[config.mk]
export PLATFORM = sky130hd
export DESIGN_NAME = gated_counter
export DESIGN_NICKNAME = d
export VERILOG_FILES = /design/src/rtl/gated_counter.sv
export SDC_FILE = /design/constraint.sdc
export NUM_CORES = 1
export LEC_CHECK = 0
export CAP_MARGIN = 20
export CELL_PAD_IN_SITES_DETAIL_PLACEMENT = 1
export CELL_PAD_IN_SITES_GLOBAL_PLACEMENT = 2
export CORE_MARGIN = 4
export CORE_UTILIZATION = 33
export CTS_BUF_LIST = sky130_fd_sc_hd__clkbuf_8
export DETAILED_ROUTE_END_ITERATION = 12
export GPL_ROUTABILITY_DRIVEN = 0
export GPL_TIMING_DRIVEN = 0
export PLACE_DENSITY = 0.91
export SYNTH_ARGS = -nofsm -noshare
export SYNTH_HDL_FRONTEND = slang
export SYNTH_SLANG_ARGS = --single-unit
[constraint.sdc]
create_clock -name clk -period 3 [get_ports clk]
set_input_delay 0.45 -clock clk [delete_from_list [all_inputs] [get_ports clk]]
set_output_delay 0.45 -clock clk [all_outputs]
set_load 0.02 [all_outputs]
[src/rtl/gated_counter.sv]
// gated_counter: multi-mode counter with synchronised gate capture.
//   Counts in FREE, MOD, ONESHOT or DOWN mode (selected at runtime by
//   `mode`). A rising edge on the asynchronous `gate` input is synchronised
//   and captures the running count. It can optionally restart the counter,
//   which gives a period measurement between gate edges.
// Ports:
//   clk, reset      - clock (rising edge) and asynchronous active-high reset
//   en, clr         - count enable, synchronous clear (clr has priority)
//   mode[1:0]       - 00 FREE, 01 MOD, 10 ONESHOT, 11 DOWN
//   limit[WIDTH]    - terminal value for MOD/ONESHOT/DOWN, sampled every cycle
//   gate            - asynchronous measurement input
//   count, tc, done - registered count, 1-cycle terminal pulse, oneshot level
//   cap_val, cap_valid, cap_ovf - captured count, update pulse, wrap-seen flag
module gated_counter #(
  parameter int WIDTH           = 15,
  parameter int SYNC_STAGES     = 2,
  parameter bit RESTART_ON_GATE = 1'b1
) (
  input  logic             clk,
  input  logic             reset,
  input  logic             en,
  input  logic             clr,
  input  logic [1:0]       mode,
  input  logic [WIDTH-1:0] limit,
  input  logic             gate,
  output logic [WIDTH-1:0] count,
  output logic             tc,
  output logic             done,
  output logic [WIDTH-1:0] cap_val,
  output logic             cap_valid,
  output logic             cap_ovf
);

  localparam logic [1:0] M_FREE    = 2'b00;
  localparam logic [1:0] M_MOD     = 2'b01;
  localparam logic [1:0] M_ONESHOT = 2'b10;
  localparam logic [1:0] M_DOWN    = 2'b11;

  localparam logic [WIDTH-1:0] ONES = '1;
  localparam logic [WIDTH-1:0] ONE  = WIDTH'(1);

  logic [SYNC_STAGES-1:0] sync_q, sync_d;
  logic                   gprev_q, gprev_d;
  logic [WIDTH-1:0]       count_q, count_d;
  logic                   tc_q, tc_d;
  logic                   done_q, done_d;
  logic                   wrap_q, wrap_d;
  logic [WIDTH-1:0]       cap_val_q, cap_val_d;
  logic                   cap_valid_q, cap_valid_d;
  logic                   cap_ovf_q, cap_ovf_d;

  logic             gate_edge;
  logic             restart;
  logic             wrap_evt;
  logic [WIDTH-1:0] reload;

  // The last synchroniser stage is compared with one more flop to find the edge.
  assign gate_edge = sync_q[SYNC_STAGES-1] & ~gprev_q;
  assign restart   = RESTART_ON_GATE & gate_edge;
  assign reload    = (mode == M_DOWN) ? limit : '0;

  always_comb begin
    sync_d      = {sync_q[SYNC_STAGES-2:0], gate};
    gprev_d     = sync_q[SYNC_STAGES-1];
    count_d     = count_q;
    tc_d        = 1'b0;
    done_d      = done_q;
    wrap_evt    = 1'b0;
    cap_val_d   = cap_val_q;
    cap_valid_d = 1'b0;
    cap_ovf_d   = cap_ovf_q;

    // Capture always sees the pre-restart count and the wrap flag as it was
    // before this cycle's counting step.
    if (gate_edge) begin
      cap_val_d   = count_q;
      cap_ovf_d   = wrap_q;
      cap_valid_d = 1'b1;
    end

    if (clr || restart) begin
      count_d = reload;
      done_d  = 1'b0;
    end else if (en) begin
      case (mode)
        M_FREE: begin
          count_d = count_q + ONE;
          if (count_q == ONES) begin
            tc_d     = 1'b1;
            wrap_evt = 1'b1;
          end
        end
        M_MOD: begin
          if (count_q >= limit) begin
            count_d  = '0;
            tc_d     = 1'b1;
            wrap_evt = 1'b1;
          end else begin
            count_d = count_q + ONE;
          end
        end
        M_ONESHOT: begin
          // At or past the limit (including after a limit change) it parks
          // and reports done without another tc.
          if (count_q >= limit) begin
            done_d = 1'b1;
          end else begin
            count_d = count_q + ONE;
            if (count_q + ONE == limit) begin
              tc_d   = 1'b1;
              done_d = 1'b1;
            end
          end
        end
        M_DOWN: begin
          if (count_q == '0) begin
            count_d  = limit;
            tc_d     = 1'b1;
            wrap_evt = 1'b1;
          end else begin
            count_d = count_q - ONE;
          end
        end
        default: count_d = count_q;
      endcase
    end

    // A capture consumes the flag; a wrap in the same cycle starts the next
    // interval, unless clr/restart discards it.
    wrap_d = (wrap_q & ~gate_edge) | wrap_evt;
    if (clr || restart) wrap_d = 1'b0;
  end

  always_ff @(posedge clk or posedge reset) begin
    if (reset) begin
      sync_q      <= '0;
      gprev_q     <= 1'b0;
      count_q     <= '0;
      tc_q        <= 1'b0;
      done_q      <= 1'b0;
      wrap_q      <= 1'b0;
      cap_val_q   <= '0;
      cap_valid_q <= 1'b0;
      cap_ovf_q   <= 1'b0;
    end else begin
      sync_q      <= sync_d;
      gprev_q     <= gprev_d;
      count_q     <= count_d;
      tc_q        <= tc_d;
      done_q      <= done_d;
      wrap_q      <= wrap_d;
      cap_val_q   <= cap_val_d;
      cap_valid_q <= cap_valid_d;
      cap_ovf_q   <= cap_ovf_d;
    end
  end

  assign count     = count_q;
  assign tc        = tc_q;
  assign done      = done_q;
  assign cap_val   = cap_val_q;
  assign cap_valid = cap_valid_q;
  assign cap_ovf   = cap_ovf_q;

endmodule

==> summary.txt, run 1 <==
Synth
  • Compound-Gate Fraction of Synth Area: 0.227
  • Netlist cell types: 56
  • Mean cell area of the mapped netlist: 8.34 um^2
  • Top-area cell type share of the netlist area: 0.287
  • Synthesis-stage register bit count: 38
  • Part of the Yosys area used for sequential elements: 0.287
  • Synthesized cell area: between 0.003 and 0.004 mm^2
  • Post-synthesis async set-or-reset flop share: 1.00
  • Yosys warning count: 0
  • Top_reg_cell synth: dfrtp_1
  • Simple-gate share of the synthesized area: 0.220
  • Cell count after synthesis: around 400
  • Largest family of logic cells by synthesized area: compound AO/OA/AOI/OAI gates
  • Net Count, Synth: 437
  • Multiplexer area fraction after synthesis: 0.0573
  • Cell taking the most area after synthesis: dfrtp_1
  • EDFF count, synth: 0
  • Area contributors post-synth: dfrtp_1, ha_1, mux2_2
  • XOR/XNOR Fraction of Synth Area: 0.0769
  • Post-Synth Adder-Cell Area: 0.0641

CTS
  • Clk buf depth: 2
  • Num CTS Buffers: 5
  • CTS tree: yes
  • Hold_buf cts: 0
  • Clk pin slew, worst setup/hold paths: 90 ps
  • Root Driver: clkbuf_8
  • Htree depth: 2
  • Skew-Pair Late Insertion Delay: about 310 ps
  • Clk sinks: 38

STA
  • Worst slew margin: 0.431
  • Max Freq: 0.342 GHz
  • Layout Skew: roughly 6.8 ps
  • Fin Setup TNS: 0 ps
  • Hold_ws: 356 ps
  • Crit path time final: slightly below 3000 ps
  • Period utilization: 0.975
  • Least-Margin Pin Slew: 852 ps
  • Hold Violations, Final: 0
  • Final Max Slew Viols: 0
  • Final setup violating endpoints: 0
  • RSZ-0062 raised after global routing: no

Floorplan
  • Core Rows: 36
  • I/O Pins: 56
  • Die Wd: 108 um
  • DIE AREA: around 0.012 mm^2
  • DIE HEIGHT: 108 um
  • Core area: between 0.009 and 0.01 mm^2
  • Initial Util: 0.339

GRT
  • Met3 usage: 0.0346
  • Initial antenna violation count: 0
  • Met2 Use GR: 0.365
  • Top Usage Layer GRT: met2
  • Largest net degree at the start of global routing: 39
  • First-pass GRT wire length: slightly above 20000 um
  • Vias in the first global route: between 3000 and 4000
  • GR Util All Layers: 0.226
  • Met1 Resource Use GR: 0.312
  • GRT Residual Overflow: 0

Critical path
  • CP Data Arrival Time: 3150 ps
  • Crit start category: input pin
  • Worst Setup Path Type: in -> reg
  • Endpoint type of the worst setup path: flop
  • Critical Path RT: 3220 ps
  • Crit-path max FO: 10

Routing
  • Initial DRC Count: 321
  • Antenna viol nets, final: 0
  • Via-to-Cell Ratio: 5.98
  • Routed WL: ~13000 um
  • DR pass1 iterations: 5
  • Drc violations: 0
  • Vias post-DR: 3613
  • Routed len/inst: 21.4 um

Power
  • Pleak: 1.74 nW
  • PD cells: 555 mW/mm^2
  • Peak VDD IR: 0.246 mV

Run
  • Max Cap Viol: 0

Layout
  • NumNets Final: 509
  • Number of inserted diodes: 0
  • Most common cell after layout, fill and taps aside: clkdlybuf4s50_1
  • Commonest non-fill, non-tap cells in the layout: clkdlybuf4s50_1, dfrtp_1, inv_1
  • Area Growth Syn to Fin: 30.6%
  • Layout cells sized above 1: 0.146

Outcome
  • Status: complete, no violations

Place
  • HPWL after DPL: 9430 um
  • Port Buffers: 55

Min path
  • Hold WC Path Type: reg -> reg
==> area by class of cell <==
type / instances / area (um^2)
Buffer: 32 / 150
Clock buffer: 5 / 68.8
Clock inverter: 3 / 68.8
Fill cell: 1172 / 5440
Inverter: 26 / 97.6
Multi-Input combinational cell: 302 / 2210
Sequential cell: 38 / 956
Tap cell: 133 / 166
Timing Repair Buffer: 65 / 621
==> metal layers <==
layer / share of wire / vias up
li1: - / 1646
met1: 0.44 / 1810
met2: 0.48 / 131
met3: 0.053 / 26
met4: 0.026 / 0
met5: 0 / -
==> stage by stage <==
step,instances,area (um^2),power [mW],utilization,worst slack [ps]
after global routing,604,4330,2.53,0.443,10.1
after global placement,586,4040,1.77,0.413,-655
final,604,4330,2.40,0.443,74.1
after detailed placement,586,4040,1.80,0.413,-678
after floorplan,398,3320,1.36,-,217
after CTS,599,4230,2.37,0.433,1.32
==> registers in the layout, summed over array words and instances, names as in the netlist <==
name       count
sync_q         2
wrap_q         1
cap_ovf        1
cap_valid      1
cap_val       15
gprev_q        1
tc             1
count         15
done           1
==> cell usage after synthesis (all sizes together), types with 5 or more instances <==
cell type  number
and4            5
mux2           16
nand4          10
nor4           11
xor2           11
buf             5
o21ai          25
nor2           24
nand2          20
inv            26
dfrtp          38
and3            5
ha             17
clkbuf         27
a32oi           7
nand3          15
a31oi           8
a21oi          23
xnor2          13
or4             6
o31ai          12
nor3            9
nor3b           5
a211oi         10
==> critical path: stages <==
cell	delay (ps)
clkdlybuf4s15_1	300
inv_1	100
ha_1	320
nand4_1	180
a21oi_1	100
o311a_1	430
buf_4	170
o31ai_1	380
clkbuf_2	400
nand2_1	110
a31oi_1	220
==> path summary, 6_finish.rpt <==
kind                       startpoint   endpoint  slack, ps  cells after the start
max                          limit[5]  count[13]         70                     11
min                         sync_q[0]  sync_q[1]        360                      0
max reg2reg                  count[6]  count[13]        120                      9
min reg2reg                 sync_q[0]  sync_q[1]        360                      0
max in group asynchronous       reset   count[4]       1780                      2
min in group asynchronous       reset   count[2]        640                      2
==> report_power, final <==
group | internal (mW) | leakage [nW] | switching [mW]
registers | 0.606 | 0.473 | 0.0866
logic | 0.483 | 1.20 | 0.668
clock network | 0.334 | 0.0683 | 0.227
==> what timing repair did <==
action	CTS	global route
gates resized for setup	19	27
endpoints found under the setup margin	16	18
pin swaps	3	2
buffers inserted	5	5
==> kinds of logic (layout without fill, tap and decap cells) <==
family	after synthesis	after routing
AND/OR/NAND/NOR	128	128
AO/OA/AOI/OAI	114	114
buffers and inverters	58	131
flip-flops	38	38
XOR/XNOR	26	26
adder cells (fa/ha/maj)	17	17
multiplexers	17	17
No activity file was read; power rests on OpenSTA's default activity.
==> inputs of run 2 (changes only) <==
Settings changed: CORE_ASPECT_RATIO set to 1.1.
==> summary.txt, run 2 (synthesis results as in run 1) <==
CTS
  • Skew-Pair Late Insertion Delay: 310 ps
  • Clk sinks: 38
  • Clk pin slew, worst setup/hold paths: 90 ps
  • Hold_buf cts: 0
  • Num CTS Buffers: 5
  • Clk buf depth: 2
  • Htree depth: 2
  • Root Driver: clkbuf_8
  • CTS tree: yes

Min path
  • Hold WC Path Type: reg -> reg
  • Hold path depth: 0
  • Hold endpoint: sync_q[1]
  • Hold Path Origin: sync_q[0]

Layout
  • Layout cells sized above 1: 0.131
  • FILL cells: 1185
  • Final core utilization: 0.432
  • NumNets Final: 502
  • Most common cell after layout, fill and taps aside: clkdlybuf4s50_1
  • Non-Filler Instances: 584
  • Area Growth Syn to Fin: 28.2%
  • Number of inserted diodes: 0
  • Commonest non-fill, non-tap cells in the layout: clkdlybuf4s50_1, dfrtp_1, inv_1

GRT
  • GR Util All Layers: 0.223
  • First-pass GRT wire length: 21100 um
  • Met3 usage: 0.0434
  • GRT Residual Overflow: 0
  • Top Usage Layer GRT: met2
  • Met2 Use GR: 0.370
  • Initial antenna violation count: 0
  • Largest net degree at the start of global routing: 39
  • Vias in the first global route: 3853
  • Met1 Resource Use GR: 0.278

Floorplan
  • Core area: 0.00984 mm^2
  • DIE HEIGHT: between 100 and 150 um
  • Initial Util: 0.337
  • Core Rows: 38
  • DIE AREA: 0.0117 mm^2
  • I/O Pins: 56
  • Die Wd: 104 um

Critical path
  • Critical Path RT: 3210 ps
  • Crit path cell chain: ha_1, a21oi_1, a21oi_1, o311a_4, or4b_1, buf_4, and2_4, buf_6, o31ai_1
  • CP Data Arrival Time: 3130 ps
  • Buf+Inv Stages, Crit Path: 2
  • R2R cell count: 9
  • Worst path max stage delay: 590 ps
  • Endpoint type of the worst setup path: flop
  • Critical-path top delay cell: dfrtp_1
  • Crit-path leading delay family: compound AO/OA/AOI/OAI gates
  • R2r setup slk: about 72 ps
  • Crit-path max FO: 10
  • Critical R2R Launch: count[2]
  • Worst Setup Path Type: reg -> reg
  • Critical Path Most Common Cell: a21oi_1
  • Crit start category: flop
  • Worst r2r dst: count[3]

STA
  • RSZ-0062 raised after global routing: yes
  • Final Max Slew Viols: 0
  • Layout Skew: 9.00 ps
  • Final setup violating endpoints: 0
  • Crit path time final: 2930 ps
  • Hold Violations, Final: 0
  • Max Freq: between 0.3 and 0.4 GHz
  • Period utilization: 0.976
  • Worst slew margin: 0.419
  • Least-Margin Pin Slew: ~870 ps
  • Hold_ws: 353 ps

Power
  • Peak VDD IR: 0.283 mV
  • Overall power: 2.30 mW
  • Pleak: 1.70 nW
  • PD cells: about 540 mW/mm^2

Run
  • Max Cap Viol: 0

Outcome
  • Status: complete, no violations

Place
  • Port Buffers: 55
  • Placed Cells: 573
  • HPWL after DPL: 9560 um

Routing
  • DR pass1 iterations: 5
  • Drc violations: 0
  • Routed len/inst: 22.5 um
  • Initial DRC Count: 236
  • Via-to-Cell Ratio: 6.26
  • Antenna viol nets, final: 0
  • Routed WL: 13100 um
  • Vias post-DR: 3658
-- run 2: power by group --
group          total, mW  switching (mW)  leakage (nW)  internal, mW
Clock              0.472           0.224        0.0504         0.248
Combinational       1.13           0.658          1.18         0.472
Sequential         0.701          0.0970         0.477         0.604
-- run 2: per-stage QoR --
stage / worst slack (ps) / cell area, um^2 / setup TNS, ps
global placement: -735 / 4020 / -9350
CTS: -18.0 / 4170 / -18.0
global route: -103 / 4250 / -103
floorplan: 217 / 3320 / 0
detailed placement: -776 / 4020 / -10210
finish: 72.2 / 4250 / 0
-- run 2: repair_timing --
item,CTS,global route
setup buffers,1,2
gates resized for setup,19,30
pin swaps,1,1
endpoints found under the setup margin,15,17
-- run 2: cell type report --
cell class,count,area (um^2),share of cell area
timing repair buffer,58,571,0.134
clock inverter,3,45.0,0.0106
tap,120,150,0.0353
buffer,32,153,0.0359
clock buffer,5,68.8,0.0162
inverter,26,97.6,0.0229
multi-input combinational,302,2220,0.521
sequential,38,952,0.224
-- run 2: how the worst max path moves through the flow --
stage               startpoint         to  slack (ps)  cells after the start
floorplan             count[0]  count[10]         220                     11
global placement      limit[4]  count[11]        -730                     10
detailed placement    limit[4]  count[10]        -780                     10
CTS                   limit[3]  count[10]         -20                     11
global route          count[3]       done        -100                      7
finish                count[2]   count[3]          70                      9
-- run 2: per-layer routing --
metal | up-vias | routed length, um
met5 | - | 0
met4 | 0 | 656
met3 | 48 | 1010
met2 | 177 | 6180
met1 | 1803 | 5280
li1 | 1630 | -
==> inputs of run 3 (changes only) <==
Settings changed: SLEW_MARGIN set to 20.
==> summary.txt, run 3 (synthesis results as in run 1) <==
STA
  • Hold Violations, Final: 0
  • Layout Skew: 6.78 ps
  • Least-Margin Pin Slew: between 700 and 800 ps
  • RSZ-0062 raised after global routing: yes
  • Max Freq: between 0.3 and 0.4 GHz
  • Final Max Slew Viols: 0
  • Setup ws final: 75.7 ps
  • Final setup violating endpoints: 0
  • Worst slew margin: 0.526
  • Period utilization: 0.975
  • Crit path time final: 2920 ps

Layout
  • Most common cell after layout, fill and taps aside: clkdlybuf4s50_1
  • FILL cells: 1175
  • Layout cells sized above 1: 0.154
  • NumNets Final: about 510
  • Number of inserted diodes: 0
  • Commonest non-fill, non-tap cells in the layout: clkdlybuf4s50_1, dfrtp_1, inv_1
  • Area Growth Syn to Fin: 30.2%

GRT
  • GR Util All Layers: 0.228
  • GRT Residual Overflow: 0
  • Initial antenna violation count: 0
  • First-pass GRT wire length: roughly 21000 um
  • Vias in the first global route: 3911
  • Largest net degree at the start of global routing: 28

Power
  • Switching Share: 0.427
  • Pleak: 1.72 nW
  • Overall power: ~2.3 mW
  • Clock power frac: 0.203
  • Sw Pwr: roughly 0.99 mW
  • Reg power frac: 0.302
  • Int Power: 1.34 mW
  • Gate power share: 0.495
  • Peak VDD IR: 0.289 mV
  • PD cells: 539 mW/mm^2

Routing
  • Via-to-Cell Ratio: 6.24
  • DR pass1 iterations: 5
  • Antenna viol nets, final: 0
  • Vias post-DR: about 3700
  • Initial DRC Count: 264
  • Routed WL: 13200 um
  • Routed len/inst: 22.4 um
  • Drc violations: 0

Critical path
  • R2R cell count: 7
  • Cell count along the critical path: 10
  • Crit start category: input pin
  • Worst Setup Path Type: in -> reg
  • Worst path max stage delay: 590 ps
  • Crit path cell chain: clkdlybuf4s50_1, inv_1, ha_1, and4_1, o31a_1, or4b_1, buf_4, and2_4, buf_6, o31ai_2
  • Crit-path max FO: 10
  • CP Data Arrival Time: 3150 ps
  • Buf+Inv Stages, Crit Path: 4
  • Critical Path RT: 3220 ps
  • Endpoint type of the worst setup path: flop
  • CP Launch Point: limit[11]
  • Crit-path leading delay family: buffers and inverters
  • Critical R2R Launch: count[7]
  • Critical-path top delay cell: clkdlybuf4s50_1

Floorplan
  • Core Rows: 38
  • Initial Util: 0.337
  • DIE AREA: 0.0117 mm^2
  • Die Wd: 104 um
  • I/O Pins: 56
  • Core area: 0.00984 mm^2
  • DIE HEIGHT: 113 um

CTS
  • Skew-Pair Late Insertion Delay: 310 ps
  • Hold_buf cts: 0
  • Clk pin slew, worst setup/hold paths: about 90 ps
  • Num CTS Buffers: 5
  • Htree depth: 2
  • CTS tree: yes
  • Clk sinks: 38
  • Clk buf depth: 2
  • Root Driver: clkbuf_8

Place
  • Pre-CTS WS: -758 ps
  • HPWL after DPL: a little under 10000 um
  • Port Buffers: 55

Outcome
  • Status: complete, no violations

Min path
  • Hold WC Path Type: reg -> reg
  • Hold Path Origin: sync_q[0]
  • Hold path depth: 0

Run
  • Max Cap Viol: 0
## run 3: changes by cell type in the layout (fill, tap and decap cells not counted), moves of 2 or more
| cell | before | now |
|---|---|---|
| buf_4 | 5 | 10 |
| o31ai_2 | 4 | 6 |
| a32oi_1 | 4 | 2 |
| dlymetal6s2s_1 | 4 | 2 |
| a32oi_2 | 3 | 5 |
| o31ai_1 | 8 | 6 |
## run 3: metal layers
metal / share of wire / GRT usage
met3: 0.065 / 0.0416
met4: 0.042 / 0.103
met2: 0.48 / 0.387
met5: 0 / 0
met1: 0.41 / 0.283
## run 3: worst register-to-register path: stages, from the launching register on
cell and delay [ps]:
dfrtp_1 510, clkbuf_1 420, nand3_1 430, or3_1 480, a211oi_1 240, o22ai_1 160
nand4b_1 260, a211oi_1 300
## run 3: final timing paths
| path | slack (ps) | to |
|---|---|---|
| max | 80 | count[11] |
| min | 350 | sync_q[1] |
| max reg2reg | 100 | done |
| min reg2reg | 350 | sync_q[1] |
| max in group asynchronous | 2140 | count[4] |
| min in group asynchronous | 390 | cap_valid |
## run 3: cell type report
type	instances	area, um^2	area share
Multi-Input combinational cell	302	2250	0.520
Sequential cell	38	953	0.221
Timing Repair Buffer	63	614	0.142
Tap cell	120	150	0.0347
Buffer	32	146	0.0339
Inverter	26	97.6	0.0226
Clock buffer	5	68.8	0.0159
Clock inverter	3	45.0	0.0104
## run 3: power by group through the flow
stage	logic, mW	registers [mW]	clock network, mW
finish	1.15	0.703	0.473
global route	1.25	0.720	0.503
CTS	1.12	0.702	0.487
detailed placement	1.09	0.711	0
global placement	1.06	0.706	0
floorplan	0.558	0.797	0
## run 3: timing repair
item | 4_1_cts | 5_1_grt
setup endpoints to repair | 15 | 17
resized for setup | 25 | 28
pin swaps | 1 | 2
buffers inserted | 3 | 4
## run 3: stage by stage
stage | cell area, um^2 | cells | hold slack, ps | utilization | TNS (ps)
CTS | 4230 | 585 | 358 | 0.430 | 0
global route | 4320 | 589 | 362 | 0.439 | -54.0
finish | 4320 | 589 | 353 | 0.439 | 0
floorplan | 3320 | 398 | 331 | - | 0
detailed placement | 4040 | 574 | 336 | 0.410 | -10300
global placement | 4020 | 573 | 331 | 0.408 | -9350
